--- src/rtl/uart_pkg.sv ---
// ---------------------------------------------------------------------------
// uart_pkg
// Purpose : Types and constants shared by the UART receiver, transmitter and
//           register file.
// Contents: rx_state_t  - receiver FSM states
//           MIN_BAUDDIV - smallest clocks-per-bit value the UART honours
// ---------------------------------------------------------------------------
package uart_pkg;

  typedef enum logic [2:0] {
    IDLE,
    START,
    DATA,
    STOP,
    BREAK
  } rx_state_t;

  localparam int MIN_BAUDDIV = 2;

endpackage

--- src/rtl/sync2.sv ---
// ---------------------------------------------------------------------------
// sync2
// Purpose : Two-flop synchronizer for a single asynchronous input bit.
// Ports   : clk   - destination clock
//           rst_n - asynchronous active-low reset, loads RST_VAL into both flops
//           d     - asynchronous input
//           q     - synchronized output
// ---------------------------------------------------------------------------
module sync2 #(
  parameter logic RST_VAL = 1'b1
) (
  input  logic clk,
  input  logic rst_n,
  input  logic d,
  output logic q
);

  logic meta;

  always_ff @(posedge clk or negedge rst_n) begin
    if (!rst_n) begin
      meta <= RST_VAL;
      q    <= RST_VAL;
    end else begin
      meta <= d;
      q    <= meta;
    end
  end

endmodule

--- src/rtl/uart_rx.sv ---
// ---------------------------------------------------------------------------
// uart_rx
// Purpose : UART receiver, 1 start bit, DW data bits LSB first, 1 stop bit,
//           programmable clocks-per-bit, single-entry data register with
//           overrun and framing error pulses.
// Ports   : clk     - clock
//           rst_n   - asynchronous active-low reset
//           en      - receiver enable (0 forces IDLE)
//           bauddiv - clocks per bit, values below MIN_BAUDDIV act as MIN_BAUDDIV
//           rx      - asynchronous serial input, idle high
//           dread   - one-cycle pulse consuming dout
//           dout    - last received word
//           dvalid  - dout holds unread data
//           ferr    - one-cycle pulse on a framing error
//           oerr    - one-cycle pulse on an overrun
//           busy    - receiver is not in IDLE
// ---------------------------------------------------------------------------
module uart_rx
  import uart_pkg::*;
#(
  parameter int DW   = 8,
  parameter int DIVW = 8
) (
  input  logic            clk,
  input  logic            rst_n,
  input  logic            en,
  input  logic [DIVW-1:0] bauddiv,
  input  logic            rx,
  input  logic            dread,
  output logic [DW-1:0]   dout,
  output logic            dvalid,
  output logic            ferr,
  output logic            oerr,
  output logic            busy
);

  localparam int BW = $clog2(DW + 1);

  rx_state_t       state_q, state_d;
  logic [DIVW-1:0] cnt_q, cnt_d;
  logic [DIVW-1:0] div_q, div_d;
  logic [BW-1:0]   bitcnt_q, bitcnt_d;
  logic [DW-1:0]   shreg_q, shreg_d;
  logic            rxs;
  logic            frame_ok;
  logic            frame_bad;
  logic [DIVW-1:0] half_last;
  logic [DIVW-1:0] bit_last;

  sync2 #(.RST_VAL(1'b1)) u_sync (
    .clk   (clk),
    .rst_n (rst_n),
    .d     (rx),
    .q     (rxs)
  );

  // Start bit is checked half a bit in so data/stop samples land mid-bit.
  assign half_last = (div_q >> 1) - DIVW'(1);
  assign bit_last  = div_q - DIVW'(1);
  assign busy      = (state_q != IDLE);

  always_comb begin
    state_d   = state_q;
    cnt_d     = cnt_q;
    div_d     = div_q;
    bitcnt_d  = bitcnt_q;
    shreg_d   = shreg_q;
    frame_ok  = 1'b0;
    frame_bad = 1'b0;

    if (!en) begin
      state_d = IDLE;
      cnt_d   = '0;
      shreg_d = '0;
    end else begin
      case (state_q)
        IDLE: begin
          if (!rxs) begin
            state_d = START;
            cnt_d   = '0;
            // Divisor is frozen for the whole frame.
            div_d   = (bauddiv < DIVW'(MIN_BAUDDIV)) ? DIVW'(MIN_BAUDDIV) : bauddiv;
          end
        end
        START: begin
          if (cnt_q == half_last) begin
            if (rxs) begin
              state_d = IDLE;
            end else begin
              state_d  = DATA;
              cnt_d    = '0;
              bitcnt_d = '0;
            end
          end else begin
            cnt_d = cnt_q + DIVW'(1);
          end
        end
        DATA: begin
          if (cnt_q == bit_last) begin
            shreg_d  = {rxs, shreg_q[DW-1:1]};
            cnt_d    = '0;
            bitcnt_d = bitcnt_q + BW'(1);
            if (bitcnt_q == BW'(DW - 1)) begin
              state_d = STOP;
            end
          end else begin
            cnt_d = cnt_q + DIVW'(1);
          end
        end
        STOP: begin
          if (cnt_q == bit_last) begin
            if (rxs) begin
              frame_ok = 1'b1;
              state_d  = IDLE;
            end else begin
              frame_bad = 1'b1;
              state_d   = BREAK;
            end
          end else begin
            cnt_d = cnt_q + DIVW'(1);
          end
        end
        BREAK: begin
          if (rxs) begin
            state_d = IDLE;
          end
        end
        default: state_d = IDLE;
      endcase
    end
  end

  // A good frame only lands in dout if the register is free or being read
  // in the same cycle; otherwise it is dropped and flagged as an overrun.
  always_ff @(posedge clk or negedge rst_n) begin
    if (!rst_n) begin
      state_q  <= IDLE;
      cnt_q    <= '0;
      div_q    <= DIVW'(MIN_BAUDDIV);
      bitcnt_q <= '0;
      shreg_q  <= '0;
      dout     <= '0;
      dvalid   <= 1'b0;
      ferr     <= 1'b0;
      oerr     <= 1'b0;
    end else begin
      state_q  <= state_d;
      cnt_q    <= cnt_d;
      div_q    <= div_d;
      bitcnt_q <= bitcnt_d;
      shreg_q  <= shreg_d;
      ferr     <= frame_bad;
      oerr     <= 1'b0;
      if (frame_ok) begin
        if (!dvalid || dread) begin
          dout   <= shreg_q;
          dvalid <= 1'b1;
        end else begin
          oerr <= 1'b1;
        end
      end else if (dread) begin
        dvalid <= 1'b0;
      end
    end
  end

endmodule

--- config.mk ---
export PLATFORM = sky130hd
export DESIGN_NAME = uart_rx
export DESIGN_NICKNAME = d
export VERILOG_FILES = /design/src/rtl/uart_pkg.sv /design/src/rtl/sync2.sv /design/src/rtl/uart_rx.sv
export SDC_FILE = /design/constraint.sdc
export NUM_CORES = 1
export LEC_CHECK = 0
export ABC_AREA = 1
export ABC_CLOCK_PERIOD_IN_PS = 4220
export CORE_AREA = 2 2 92 94
export CTS_CLUSTER_DIAMETER = 30
export DETAILED_ROUTE_END_ITERATION = 8
export DIE_AREA = 0 0 94 96
export PLACE_DENSITY = 0.59
export SYNTH_ARGS = -nofsm -noshare
export SYNTH_HDL_FRONTEND = slang
export SYNTH_SLANG_ARGS = --single-unit
--- constraint.sdc ---
create_clock -name clk -period 4.22 [get_ports clk]
set_input_delay 0.422 -clock clk [delete_from_list [all_inputs] [get_ports clk]]
set_output_delay 0.422 -clock clk [all_outputs]
set_load 0.005 [all_outputs]
==> results.cfg, run 1 <==
[placement]
hpwlAfterDp_um = 5179
dpl_worst_slack_ps = 1722
gp_congestion = 0.8853
io_buffers = 24

[sta]
timing_hold_violations_final = 0
fmax_mhz = 424.3
clock_skew_ps = 5.334
rsz0062_at_grt = false
maxSlewViolCount = 0
maxSlewHeadroom_pct = 33.77
period_minus_slack_ps = 2357
fin_crit_sh_pct = 55.84
setup_ws_ps = 1863
setup_viol = 0
fin_setup_tns_ps = 0
tightestPinTransition_ps = 993.4

[floorplanning]
io_pins = 25
die_y_um = 96
design.core.area_mm2 = 0.008051
start_util_pct = 36.94
row_count = 33
die_area_mm2 = 0.009024
die_w_um = 94

[finish]
layout_commonest_cell = nand2_1
fin_nets = 484
drive_above_1_share_pct = 9.829
final_cell_mix = 169 x nand2_1, 52 x inv_1, 41 x dfrtp_1
syn_to_final_growth_pct = 13.97
diodes = 0

[cts]
cts_root_buffer = clkbuf_8
cts_resized = 0
numCtsBuffers = 5
htreeDepth = 2
postCtsSetupRepairBufs = 0
clk_latency_ps = 300
clk_pin_slew_ps = 90
cts-hold-fix-buffers = 0
clockBufferDepth = 2
cts_tree = built
cts.sinks = 44

[power_and_ir_drop]
power.switching_mw = 0.9960
internal-power_mw = 0.9933
vdd_ir_drop_max_mv = 0.2158
swShare_pct = 50.07
p_leak_nw = 1.669
power_frac_comb_pct = 53.8
clock_power_share_pct = 13.6
power.total_mw = 1.989
seqPwrFrac_pct = 32.6
powerDensity_mw_per_mm2 = 586.9

[setup_path]
arrival_ps = 2540
crit_path_max_fanout = 17
start_kind = register
critPathKind = reg -> reg
worstSetupEndpointType = register
cp.required_ps = 4410

[run]
drv_cap = 0

[global_routing]
grt_start_max_net_pins = 45
antenna_found_initial = 0
grt_util_all_layers_pct = 17.31
grt_pass1_wl_um = 12620
grt_pass1_vias = 2759
grt_overflow_total = 0

[synthesis]
synthFlopType = dfrtp_1
yosys_warnings = 0
ys_seq_elements = 44
async_flop_share_pct = 100.0
synth_cell_types = 33
syn_area_mm2 = 0.002974
synth-edff-count = 0
syn-num-nets = 461
avgSynthCellArea_um2 = 6.698
synth_cells = 444
ys_seq_area_share_pct = 37.15

[routing]
vias = 2773
drt_iter0_markers = 166
drtPass1Iterations = 4
drcViolationCount = 0
postRouteAntennaNets = 0
post_drt_wl_per_cell_um = 12.12
wirelength_um = 6947
vias_per_cell = 4.839

[min_path]
hp-class = in -> async

[outcome]
status = complete, no violations
-- layer usage --
layer  routed length [µm]  up-vias  global-route usage (%)
met3                  265        6                   2.741
met1                 3381     1279                   22.65
met2                 3227       55                   30.00
met4                   72        0                   4.348
li1                     -     1433                       -
met5                    0        -                       0
-- stage by stage --
| stage | utilization, % | cells | hold slack [ps] | area, µm² |
|---|---|---|---|---|
| floorplan | - | 444 | 126.4 | 2974 |
| global placement | 41.04 | 565 | 346.1 | 3304 |
| detailed placement | 41.04 | 565 | 346.9 | 3304 |
| CTS | 42.10 | 573 | 341.1 | 3390 |
| global route | 42.10 | 573 | 363.1 | 3390 |
| finish | 42.10 | 573 | 272.5 | 3390 |
-- cells by family after synthesis --
| group | Yosys count | share of synthesized area (%) |
|---|---|---|
| AND/OR/NAND/NOR | 272 | 39.97 |
| buffers and inverters | 68 | 9.045 |
| AO/OA/AOI/OAI | 46 | 9.214 |
| flip-flops | 44 | 37.15 |
| XOR/XNOR | 10 | 2.945 |
| adder cells (fa/ha/maj) | 4 | 1.683 |
-- path summary, 6_finish.rpt --
check | start | to | slack [ps] | cells past startpoint
worst max-delay path | div_q[1]$_DFFE_PN1P_ | dout[3]$_DFFE_PN0P_ | 1860 | 11
worst min-delay path | rst_n | div_q[5]$_DFFE_PN0P_ | 270 | 1
worst max register to register | div_q[1]$_DFFE_PN1P_ | dout[3]$_DFFE_PN0P_ | 1860 | 11
worst min register to register | u_sync.meta$_DFF_PN1_ | u_sync.q$_DFF_PN1_ | 360 | 0
max in group asynchronous | rst_n | bitcnt_q[0]$_DFFE_PN0P_ | 3320 | 1
min in group clk | u_sync.meta$_DFF_PN1_ | u_sync.q$_DFF_PN1_ | 360 | 0
-- final cells by class --
cell class	count	area (µm²)
Tap cell	105	131.4
Timing Repair Buffer	26	250.2
Sequential cell	44	1105
Inverter	58	217.7
Clock buffer	6	72.57
Multi-Input combinational cell	332	1600
Clock inverter	2	12.51
Fill cell	833	4662
-- worst max-delay path: stages (launching register included) --
cell,delay [ps]
dfstp_2,560
inv_1,90
ha_1,300
nand2_1,120
inv_1,60
nand3_1,80
xor2_1,250
nand3_4,170
inv_2,120
nand4_4,270
nand2_1,170
o21ai_2,60
-- power by group through the flow --
| stage | Clock (mW) | Sequential, mW | Combinational [mW] |
|---|---|---|---|
| finish | 0.270 | 0.650 | 1.07 |
| global route | 0.297 | 0.667 | 1.25 |
| CTS | 0.281 | 0.648 | 1.07 |
| detailed placement | 0 | 0.656 | 1.06 |
| global placement | 0 | 0.654 | 1.05 |
| floorplan | 0 | 0.587 | 0.874 |
-- flip-flops by register name (all words and copies together), names as in the netlist --
signal and count:
cnt_q 8, div_q 8, dout 8, shreg_q 8
bitcnt_q 4, state_q 3, dvalid 1, ferr 1
oerr 1, u_sync.meta 1, u_sync.q 1
-- synthesized netlist by cell type (5+ instances only) --
cell / n / area share (%)
nand2_1: 169 / 21
a21oi_1: 12 / 2.0
buf_2: 5 / 0.84
inv_1: 52 / 6.6
nor2_2: 6 / 1.3
dfrtp_1: 41 / 34
nand3_1: 32 / 5.4
nor2_1: 39 / 4.9
o21ai_0: 19 / 3.2
o21ai_2: 9 / 2.7
inv_2: 5 / 0.63
nor3_1: 8 / 1.3
xor2_1: 9 / 2.7
(Power assumes the default switching activity.)
==> run 2, diff against run 1 <==
Settings changed: ABC_CLOCK_PERIOD_IN_PS 4220 to 2400.
Clock period 4.22 ns to 2.4 ns, I/O delays scaled along.
==> results.cfg, run 2 (synthesis gave the netlist of run 1 again) <==
[power_and_ir_drop]
internal-power_mw = 1.937
vdd_ir_drop_max_mv = 0.3381
powerDensity_mw_per_mm2 = 1057
p_leak_nw = 1.725
power_frac_comb_pct = 52.8
power.switching_mw = 1.797
seqPwrFrac_pct = 30.5
clock_power_share_pct = 16.7
swShare_pct = 48.12

[sta]
tightestPinTransition_ps = 583.4
rsz0062_at_grt = false
fmax_mhz = 467.0
period_minus_slack_ps = 2141
clock_skew_ps = 5.491
setup_viol = 0
maxSlewViolCount = 0
fin_crit_sh_pct = 89.23
fin_setup_tns_ps = 0
maxSlewHeadroom_pct = 61.11
timing_hold_violations_final = 0

[min_path]
hp-class = in -> reg

[setup_path]
crit_path_max_incr_delay_ps = 570
crit_chain = inv_2 > ha_4 > inv_1 > nand2_1 > nand2_1 > nor2_1 > nand3_1 > nor2_2 > nand3_4 > inv_4 > nand2_2 > nand2_4 > a21oi_1 > nand2_1 > nand2_1
arrival_ps = 2350
crit_path_max_fanout = 8
slowest_stage = dfstp_2
start_kind = register
critPathKind = reg -> reg
worstSetupEndpointType = register
cp.required_ps = 2610
critPathBufInv = 3
crit_family = simple AND/OR/NAND/NOR gates
cpMostUsedCell = nand2_1

[cts]
cts_root_buffer = clkbuf_8
clk_pin_slew_ps = 90
clockBufferDepth = 2
htreeDepth = 2
clk_latency_ps = 300
cts_tree = built
numCtsBuffers = 5
cts.sinks = 44

[finish]
nFillCells = 818
regArea_mm2 = 0.001105
final_cell_mix = 169 x nand2_1, 51 x inv_1, 41 x dfrtp_1
drive_above_1_share_pct = 11.81
finalInstanceArea_mm2 = 0.003533
fin_nets = 490
syn_to_final_growth_pct = 18.81
layout_commonest_cell = nand2_1
diodes = 0
multi_input_area_mm2 = 0.001645

[global_routing]
grt_overflow_total = 0
grt_start_max_net_pins = 24
grt_pass1_wl_um = 12890
grt_util_all_layers_pct = 17.77
antenna_found_initial = 0
grt_pass1_vias = 2746

[outcome]
status = complete, no violations

[routing]
drtPass1Iterations = 4
wirelength_um = 7208
post_drt_wl_per_cell_um = 12.45
vias_per_cell = 4.914
postRouteAntennaNets = 0
drt_iter0_markers = 138
vias = 2845
drcViolationCount = 0

[floorplanning]
die_w_um = 94
io_pins = 25
design.core.area_mm2 = 0.008051
die_y_um = 96
die_area_mm2 = 0.009024
start_util_pct = 36.94
row_count = 33

[placement]
hpwlAfterDp_um = 5322
dpl_cell_area_mm2 = 0.003327
gp_congestion = 0.8772
io_buffers = 24

[run]
drv_cap = 0
## run 2: through the flow
stage | utilization, % | setup slack [ps] | cells | hold slack, ps | total power [mW]
floorplan | - | 346.9 | 444 | -55.59 | 2.570
global placement | 41.32 | 182.5 | 568 | 263.8 | 3.019
detailed placement | 41.32 | 92.15 | 568 | 272.2 | 3.042
CTS | 42.95 | 52.44 | 577 | 337.5 | 3.686
global route | 43.89 | 30.30 | 579 | 339.5 | 4.110
finish | 43.89 | 258.6 | 579 | 343.4 | 3.734
## run 2: worst paths after layout
kind | startpoint | endpoint | depth (start not counted) | slack, ps
setup / recovery | div_q[1]$_DFFE_PN1P_ | cnt_q[2]$_DFFE_PN0P_ | 15 | 260
hold / removal | rx | u_sync.meta$_DFF_PN1_ | 1 | 340
setup reg to reg | div_q[1]$_DFFE_PN1P_ | cnt_q[2]$_DFFE_PN0P_ | 15 | 260
hold reg to reg | u_sync.meta$_DFF_PN1_ | u_sync.q$_DFF_PN1_ | 0 | 360
max in group asynchronous | rst_n | u_sync.q$_DFF_PN1_ | 3 | 1170
min in group asynchronous | rst_n | cnt_q[6]$_DFFE_PN0P_ | 2 | 460
## run 2: cell type report
class | instances | area share (%)
Sequential cell | 44 | 31.27
Tap cell | 105 | 3.718
Clock buffer | 6 | 2.337
Inverter | 58 | 6.232
Timing Repair Buffer | 32 | 8.782
Multi-Input combinational cell | 332 | 46.57
Clock inverter | 2 | 1.098
## run 2: power groups by stage
stage	clock network, mW	registers [mW]	logic, mW
floorplan	0	1.03	1.54
global placement	0	1.15	1.87
detailed placement	0	1.16	1.89
CTS	0.646	1.14	1.90
global route	0.666	1.17	2.27
finish	0.622	1.14	1.97
## run 2: metal layers
metal | vias to the layer above | wire, µm | share of wire (%) | track usage, %
met5 | - | 0 | 0 | 0
met4 | 0 | 106 | 1.5 | 6.039
met3 | 10 | 252 | 3.5 | 2.819
met2 | 57 | 3231 | 45 | 27.92
met1 | 1332 | 3617 | 50 | 24.96
li1 | 1446 | - | - | -
## run 2: repair_timing
item / CTS / global route
hold endpoints to repair: 21 / 0
setup endpoints to repair: 0 / 26
hold buffers: 1 / 0
buffers inserted: 0 / 2
resized for setup: 0 / 8
==> run 3, diff against run 2 <==
Settings changed: ABC_CLOCK_PERIOD_IN_PS 2400 to 2050, SLEW_MARGIN set to 10.
Clock period 2.4 ns to 2.05 ns, I/O delays scaled along.
==> results.cfg, run 3 (synthesis gave the netlist of run 1 again) <==
[outcome]
status = finished, violations left
violations = negative hold slack, negative setup slack

[sta]
whs_ps = -40.93
setup_ws_ps = -112.5
fin_setup_tns_ps = -1884
timing_hold_violations_final = 41
period_minus_slack_ps = 2163
fin_crit_sh_pct = 105.5
rsz0062_at_grt = true
setup_viol = 29
maxSlewHeadroom_pct = 60.61
fmax_mhz = 462.4
clock_skew_ps = 5.717
tightestPinTransition_ps = 590.9
maxSlewViolCount = 0

[routing]
wirelength_um = 7729
drt_iter0_markers = 106
vias_per_cell = 4.806
postRouteAntennaNets = 0
vias = 2898
drcViolationCount = 0
post_drt_wl_per_cell_um = 12.82
drtPass1Iterations = 4

[cts]
numCtsBuffers = 5
cts.sinks = 44
cts_root_buffer = clkbuf_8
clockBufferDepth = 2
clk_latency_ps = 310
htreeDepth = 2
cts-hold-fix-buffers = 0
cts_tree = built
clk_pin_slew_ps = 100

[setup_path]
reg2reg_slack_ps = -110
crit_path_max_fanout = 7
start_kind = register
worstSetupEndpointType = register
critPathKind = reg -> reg
slowest_stage = dfstp_2
cp.required_ps = 2240
crit_path_max_incr_delay_ps = 560
arrival_ps = 2350
crit_chain = inv_4 > ha_4 > inv_2 > nand2_2 > nand2_2 > nor2_2 > nand3_2 > nor2_4 > nand3_4 > buf_6 > nor2_4 > nor2_2 > nand2_1 > o31ai_2

[power_and_ir_drop]
powerDensity_mw_per_mm2 = 1268
power.total_mw = 4.898
vdd_ir_drop_max_mv = 0.4522
p_leak_nw = 1.883

[floorplanning]
die_y_um = 96
die_area_mm2 = 0.009024
design.core.area_mm2 = 0.008051
row_count = 33
die_w_um = 94
io_pins = 25
start_util_pct = 36.94

[global_routing]
antenna_found_initial = 0
grt_start_max_net_pins = 45
grt_pass1_wl_um = 13210
grt_util_all_layers_pct = 18.51
grt_overflow_total = 0
grt_pass1_vias = 2814

[placement]
hpwlAfterDp_um = 5469
gp_congestion = 0.8843
io_buffers = 24
dpl_cell_area_mm2 = 0.003512

[finish]
fin_nets = 514
diodes = 0
syn_to_final_growth_pct = 29.91
final_cell_mix = 160 x nand2_1, 48 x inv_1, 41 x dfrtp_1
drive_above_1_share_pct = 22.49
post-route-util_pct = 47.99
finalInstanceArea_mm2 = 0.003864
layout_commonest_cell = nand2_1

[min_path]
hp-class = in -> async

[run]
drv_cap = 0
run 3: cell types whose count changed in the layout (fill, tap and decap cells not counted), sizes merged:
cell / delta
dlygate4sd3: -1
clkinv: +1
clkbuf: -1
buf: +25
run 3: through the flow:
step	worst slack, ps	std cells
floorplan	21.00	444
global placement	-223.6	590
detailed placement	-258.6	590
CTS	-196.1	601
global route	-266.1	603
finish	-112.5	603
run 3: power breakdown:
part / switching (mW) / total [mW] / internal, mW / leakage, nW
sequential: 0.257 / 1.30 / 1.04 / 0.587
clock: 0.365 / 0.733 / 0.368 / 0.0583
combinational: 1.75 / 2.87 / 1.12 / 1.24
total: 2.37 / 4.90 / 2.53 / 1.88
run 3: layer usage:
metal | part of all wire [%] | GRT usage, % | wire (µm) | up-vias
li1 | - | - | - | 1494
met1 | 48 | 24.95 | 3733 | 1363
met2 | 49 | 31.43 | 3780 | 36
met3 | 2.2 | 2.662 | 168 | 5
met4 | 0.60 | 4.589 | 46 | 0
met5 | 0 | 0 | 0 | -
run 3: critical path, delay by kind of cell, from the launching register on:
| kind | cells | cell delay [ps] |
|---|---|---|
| AOI/OAI and AO/OA | 1 | 60 |
| buffers and inverters | 3 | 250 |
| adders and majority gates | 1 | 270 |
| and+or+nand+nor | 9 | 910 |
| DFF | 1 | 560 |
run 3: worst paths after layout:
path / start / endpoint / cells after the start
setup / recovery: div_q[1]$_DFFE_PN1P_ / shreg_q[0]$_DFFE_PN0P_ / 14
hold reg to reg: u_sync.meta$_DFF_PN1_ / u_sync.q$_DFF_PN1_ / 0
setup reg to reg: div_q[1]$_DFFE_PN1P_ / shreg_q[0]$_DFFE_PN0P_ / 14
max in group asynchronous: rst_n / bitcnt_q[0]$_DFFE_PN0P_ / 2
hold / removal: rst_n / div_q[5]$_DFFE_PN0P_ / 2
min in group clk: rx / u_sync.meta$_DFF_PN1_ / 1
run 3: area by class of cell:
cell class / instances / area (µm²)
clock inverters: 3 / 47.55
inverters: 58 / 220.2
clock buffers: 5 / 68.82
repair buffers: 56 / 495.5
fillers: 820 / 4188
multi-input cells: 332 / 1795
flip-flops and latches: 44 / 1105
well taps: 105 / 131.4
run 3: repair_timing:
action,4_1_cts,5_1_grt
pin swaps,9,15
gates cloned,0,0
gates resized for setup,15,40
buffers inserted,3,2
setup endpoints to repair,34,34
